[src/rtl/vga_output_timing_generator.sv]
// VGA transmit timing generator.
// Walks the (h,v) raster one position per I_ENABLE tick, issues one frame-buffer
// read per active pixel, and delays HSYNC/VSYNC/DE by two ticks so they line up
// with the grayscale data that returns one clock after each read.
module vga_output_timing_generator #(
  parameter int   P_PIXEL_DEPTH    = 24,
  parameter int   P_HACT           = 640,
  parameter int   P_HFP            = 16,
  parameter int   P_HSW            = 96,
  parameter int   P_HBP            = 48,
  parameter int   P_VACT           = 480,
  parameter int   P_VFP            = 10,
  parameter int   P_VSH            = 2,
  parameter int   P_VBP            = 33,
  parameter logic P_HSYNC_POL      = 1'b0,
  parameter logic P_VSYNC_POL      = 1'b0,
  localparam int  P_SUBPIXEL_DEPTH = P_PIXEL_DEPTH / 3,
  localparam int  P_COLUMN_BITS    = $clog2(P_HACT),
  localparam int  P_ROW_BITS       = $clog2(P_VACT)
) (
  input  logic                        I_CLK,
  input  logic                        I_RESET,
  input  logic                        I_ENABLE,
  input  logic                        I_FRAME_VALID,
  input  logic [P_SUBPIXEL_DEPTH-1:0] I_PIXEL,
  output logic [P_COLUMN_BITS-1:0]    O_READ_COLUMN,
  output logic [P_ROW_BITS-1:0]       O_READ_ROW,
  output logic                        O_READ_ENABLE,
  output logic [P_PIXEL_DEPTH-1:0]    O_PIXEL,
  output logic                        O_HSYNC,
  output logic                        O_VSYNC,
  output logic                        O_DATA_ENABLE,
  output logic                        O_FRAME_START
);

  localparam int HTOTAL = P_HACT + P_HFP + P_HSW + P_HBP;
  localparam int VTOTAL = P_VACT + P_VFP + P_VSH + P_VBP;
  // One spare bit of headroom so every boundary constant (including sync end
  // when the back porch is zero) fits in the counter width.
  localparam int HBITS  = $clog2(HTOTAL + 1);
  localparam int VBITS  = $clog2(VTOTAL + 1);

  localparam logic [HBITS-1:0] H_LAST     = HBITS'(HTOTAL - 1);
  localparam logic [HBITS-1:0] H_ACT      = HBITS'(P_HACT);
  localparam logic [HBITS-1:0] H_SYNC_BEG = HBITS'(P_HACT + P_HFP);
  localparam logic [HBITS-1:0] H_SYNC_END = HBITS'(P_HACT + P_HFP + P_HSW);
  localparam logic [VBITS-1:0] V_LAST     = VBITS'(VTOTAL - 1);
  localparam logic [VBITS-1:0] V_ACT      = VBITS'(P_VACT);
  localparam logic [VBITS-1:0] V_SYNC_BEG = VBITS'(P_VACT + P_VFP);
  localparam logic [VBITS-1:0] V_SYNC_END = VBITS'(P_VACT + P_VFP + P_VSH);

  // Line-level timing for one raster position; pix_ok marks a pixel whose read
  // was actually issued (active area inside a valid frame).
  typedef struct packed {
    logic hsync;
    logic vsync;
    logic de;
    logic pix_ok;
  } timing_t;

  localparam timing_t IDLE = timing_t'({~P_HSYNC_POL, ~P_VSYNC_POL, 2'b00});

  logic [HBITS-1:0]         r_h;
  logic [VBITS-1:0]         r_v;
  logic                     r_frame;
  logic                     r_frame_start;
  timing_t                  r_dly;
  logic                     r_hsync;
  logic                     r_vsync;
  logic                     r_de;
  logic [P_PIXEL_DEPTH-1:0] r_pixel;

  logic    w_h_act;
  logic    w_v_act;
  logic    w_active;
  logic    w_hs_on;
  logic    w_vs_on;
  logic    w_h_last;
  logic    w_v_last;
  logic    w_wrap;
  timing_t w_cur;

  assign w_h_act  = (r_h < H_ACT);
  assign w_v_act  = (r_v < V_ACT);
  assign w_active = w_h_act & w_v_act;
  assign w_hs_on  = (r_h >= H_SYNC_BEG) & (r_h < H_SYNC_END);
  assign w_vs_on  = (r_v >= V_SYNC_BEG) & (r_v < V_SYNC_END);
  assign w_h_last = (r_h == H_LAST);
  assign w_v_last = (r_v == V_LAST);
  // Current tick moves the raster from the last position back to (0,0).
  assign w_wrap   = w_h_last & w_v_last;

  // Timing of the current raster position, polarised for the display.
  always_comb begin
    w_cur        = IDLE;
    w_cur.hsync  = w_hs_on ? P_HSYNC_POL : ~P_HSYNC_POL;
    w_cur.vsync  = w_vs_on ? P_VSYNC_POL : ~P_VSYNC_POL;
    w_cur.de     = w_active;
    w_cur.pix_ok = w_active & r_frame;
  end

  // Frame-buffer read port: address follows the raster, zero outside active video.
  always_comb begin
    O_READ_COLUMN = '0;
    O_READ_ROW    = '0;
    if (w_active) begin
      O_READ_COLUMN = r_h[P_COLUMN_BITS-1:0];
      O_READ_ROW    = r_v[P_ROW_BITS-1:0];
    end
    O_READ_ENABLE = I_ENABLE & w_cur.pix_ok;
  end

  // Raster counters; reset parks them on the last position so the first tick lands on (0,0).
  always_ff @(posedge I_CLK or negedge I_RESET) begin
    if (!I_RESET) begin
      r_h <= H_LAST;
      r_v <= V_LAST;
    end else if (I_ENABLE) begin
      if (w_h_last) begin
        r_h <= '0;
        r_v <= w_v_last ? '0 : r_v + VBITS'(1);
      end else begin
        r_h <= r_h + HBITS'(1);
      end
    end
  end

  // Frame-valid is sampled only when entering (0,0) so a frame is either fully read or fully blank.
  always_ff @(posedge I_CLK or negedge I_RESET) begin
    if (!I_RESET) begin
      r_frame <= 1'b0;
    end else if (I_ENABLE && w_wrap) begin
      r_frame <= I_FRAME_VALID;
    end
  end

  // Single-clock frame-start strobe following the wrapping tick.
  always_ff @(posedge I_CLK or negedge I_RESET) begin
    if (!I_RESET) begin
      r_frame_start <= 1'b0;
    end else begin
      r_frame_start <= I_ENABLE & w_wrap;
    end
  end

  // Two-tick timing pipe: stage one waits for the read data, stage two drives the pins.
  always_ff @(posedge I_CLK or negedge I_RESET) begin
    if (!I_RESET) begin
      r_dly   <= IDLE;
      r_hsync <= ~P_HSYNC_POL;
      r_vsync <= ~P_VSYNC_POL;
      r_de    <= 1'b0;
      r_pixel <= '0;
    end else if (I_ENABLE) begin
      r_dly   <= w_cur;
      r_hsync <= r_dly.hsync;
      r_vsync <= r_dly.vsync;
      r_de    <= r_dly.de;
      // Blank frames still carry DE but send black.
      r_pixel <= r_dly.pix_ok ? {3{I_PIXEL}} : '0;
    end
  end

  assign O_HSYNC       = r_hsync;
  assign O_VSYNC       = r_vsync;
  assign O_DATA_ENABLE = r_de;
  assign O_PIXEL       = r_pixel;
  assign O_FRAME_START = r_frame_start;

endmodule

[config.mk]
export PLATFORM = sky130hd
export DESIGN_NAME = vga_output_timing_generator
export DESIGN_NICKNAME = d
export VERILOG_FILES = /design/src/rtl/vga_output_timing_generator.sv
export SDC_FILE = /design/constraint.sdc
export NUM_CORES = 1
export LEC_CHECK = 0
export ABC_AREA = 1
export CAP_MARGIN = 0
export CORE_MARGIN = 1.5
export CORE_UTILIZATION = 29
export DETAILED_ROUTE_END_ITERATION = 7
export GPL_ROUTABILITY_DRIVEN = 0
export SLEW_MARGIN = 15
export SYNTH_ARGS = -nofsm -noshare
export SYNTH_HDL_FRONTEND = slang
export SYNTH_SLANG_ARGS = --single-unit
[constraint.sdc]
create_clock -name I_CLK -period 2.05 [get_ports I_CLK]
set_input_delay 0.615 -clock I_CLK [delete_from_list [all_inputs] [get_ports I_CLK]]
set_output_delay 0.615 -clock I_CLK [all_outputs]
set_load 0.005 [all_outputs]
==> results.tsv <==
stage	metric	value	unit
synth	ys flop type	dfrtp_1	
synth	Post-synth EDFFs	0	
hold_path	Hold Crit Start	O_VSYNC$_DFFE_PN1P_	
synth	largest cells by area after synthesis	dfrtp_1, dfstp_2, nand2_1	
worst_setup_path	Setup crit end kind	output port	
global_routing	grt ovf	0	
placed_design	number of port buffers	59	
global_routing	number of global-route vias before repair	1825	
synth	cells after synthesis	276	
synth	Synth Area in XOR/XNOR	0.0209	
run_status	violated checks	setup timing	
timing	worst setup margin	-198	ps
worst_setup_path	RR Startpoint	r_h[1]$_DFFE_PN1P_	
timing	Final Hold Slack	463	ps
timing	count of pins over their slew limit	0	
clock_network	Sink Count	37	
worst_setup_path	CP Launch Type	flip-flop	
timing	Final Skew	1.99	ps
final_layout	Final nets	364	
timing	RSZ-0062 raised after global routing	true	
timing	relative slew slack	0.810	
global_routing	initial antenna violation count	0	
detailed_routing	post-route antenna net violation count	0	
global_routing	global-route wire length before repair	8.09	mm
timing	FMAX	0.445	GHz
die	Die ar.	7760	µm²
timing	Final Hold Viols	0	
final_layout	fill count	725	
synth	multiplexer share of the synthesized area	0	
detailed_routing	routed vias/inst	4.29	
synth	post-synth top area cell	dfrtp_1	
die	area of the core	6910	µm²
worst_setup_path	Worst Setup SP	r_h[8]$_DFFE_PN1P_	
clock_network	CTS Root Cell	clkbuf_8	
pwr	Tot Pwr	2.71	mW
clock_network	CTS tree	yes	
timing	worst-margin pin slew	285	ps
timing	Final setup viols	20	
clock_network	clk slew on worst S/H paths	70	ps
final_layout	area grow syn2layout	44.1	%
detailed_routing	DR WL/cell	10.9	µm
die	chip height	88.1	µm
detailed_routing	TritonRoute pass-1 iters	4	
global_routing	GRT Util Overall	0.134	
global_routing	largest net degree at the start of global routing	38	
detailed_routing	final WL	4.83	mm
clock_network	insertion delay to the later sink of the worst-skew pair	290	ps
synth	mean area per synthesized cell	7.61	µm²
final_layout	register area	943	µm²
synth	Synth Area in Simple Gates	0.333	
synth	Synth Area in Adders	0.0238	
die	die span in x	88.1	µm
hold_path	Min-Delay Path Class	flip-flop to flip-flop	
synth	synthesized area	2100	µm²
flow_run	max-cap viol count	0	
die	I/O pins	60	
die	# rows	30	
timing	Tmin final	2250	ps
final_layout	Multi-input gate area	956	µm²
die	Initial Utilization	0.304	
pwr	maximum vdd drop	0.000446	V
final_layout	antenna cells	0	
pwr	PwrDens	894	nW/µm²
detailed_routing	vias	1907	
clock_network	clock buffer depth	2	
synth	number of synthesized register bits	37	
synth	largest family of logic cells by synthesized area	simple AND/OR/NAND/NOR gates	
clock_network	total CTS buffers	5	
synth	syn_nets	292	
synth	Seq/Total Area, Yosys	0.449	
run_status	status	finished, violations left	
final_layout	layout cells sized above 1	0.292	
final_layout	final core occ	0.438	
pwr	Static Leak	1.49	nW
synth	share of the synthesized area in the top cell type	0.274	
worst_setup_path	worst setup path category	flip-flop to output port	
clock_network	H-tree level count	2	
worst_setup_path	worst-path fanout max	3	
detailed_routing	Residual DRC	0	
synth	Synth Area in Compound Gates	0.0346	
timing	final period utilization	1.10	
final_layout	most common cell after layout, fill and taps aside	nand2_1	
synth	Synth warnings	0	
synth	post-synth cell types	26	
placed_design	DP HPWL	3.45	mm
worst_setup_path	worst path required time	1430	ps
detailed_routing	Iteration-0 DRC Markers	48	
synth	Async S/R FF share, synth	1.00	
worst_setup_path	critical path arrival	1630	ps
final_layout	most frequent cells in the layout	nand2_1, clkdlybuf4s50_1, inv_1	
==> metal layers <==
| layer | track usage | share of wire |
|---|---|---|
| met5 | 0 | 0 |
| met2 | 0.224 | 0.45 |
| met3 | 0.0311 | 0.060 |
| met4 | 0.0412 | 0.011 |
| met1 | 0.172 | 0.48 |
==> state kept, by name, summed over array words and instances (netlist names) <==
name / flops
r_frame: 1
O_FRAME_START: 1
r_v: 10
r_dly: 4
r_h: 10
O_DATA_ENABLE: 1
O_VSYNC: 1
O_HSYNC: 1
O_PIXEL: 8
==> final timing paths <==
path | cells past startpoint | slack [ps] | end
setup / recovery | 8 | -200 | O_READ_COLUMN[7]
hold / removal | 2 | 460 | O_VSYNC$_DFFE_PN1P_
setup reg to reg | 6 | 460 | r_v[8]$_DFFE_PN0P_
hold reg to reg | 2 | 460 | O_VSYNC$_DFFE_PN1P_
max in group asynchronous | 2 | 1100 | r_h[2]$_DFFE_PN1P_
min in group asynchronous | 2 | 690 | O_PIXEL[22]$_DFFE_PN0P_
==> power by group <==
part | switching (mW) | internal, mW
combinational | 0.562 | 0.518
sequential | 0.104 | 0.892
clock | 0.269 | 0.361
==> metrics by stage <==
stage,setup TNS (ps),cell area [µm²],setup WS [ps],cells
after CTS,-3330,2960,-209,445
after global routing,-5610,3030,-313,445
after detailed placement,-6790,2830,-544,429
after global placement,-6410,2830,-539,429
final,-3290,3030,-198,445
after floorplan,0,2100,298,276
==> cell type report <==
type                       instances  area share
multi-input combinational        182       0.316
sequential                        37       0.312
timing repair buffer              89       0.256
inverter                          33      0.0409
tap                               96      0.0397
clock buffer                       6      0.0240
clock inverter                     2      0.0116
==> logic make-up after synthesis <==
family / after synthesis
buffers and inverters: 57
DFF: 37
AOI/OAI and AO/OA: 14
xor gates and xnor gates: 5
and+or+nand+nor: 159
adders and majority gates: 4
==> synth_stat cells (3+ instances only) <==
cell type / number
nand2_1: 76
nor2_1: 41
inv_1: 31
dfrtp_1: 23
nand3_1: 18
buf_4: 17
dfstp_2: 14
nand4_1: 8
o21ai_0: 6
a21oi_1: 5
buf_2: 5
nor2_2: 5
xor2_1: 5
ha_1: 4
nor3_1: 3
==> critical path, stage by stage (launching register included) <==
cell and delay (ps):
dfstp_2 540, inv_2 40, nand3_2 60, nand4_1 110, buf_4 160, buf_6 120, buf_6 130, nor2_4 70
buf_2 110
==> repair_timing <==
item | 4_1_cts | 5_1_grt
setup endpoints to repair | 20 | 21
pin swaps | 9 | 8
gates resized for setup | 98 | 19
setup buffers | 8 | 0
hold buffers | 0 | 0
Power figures use the tool's default switching activity.
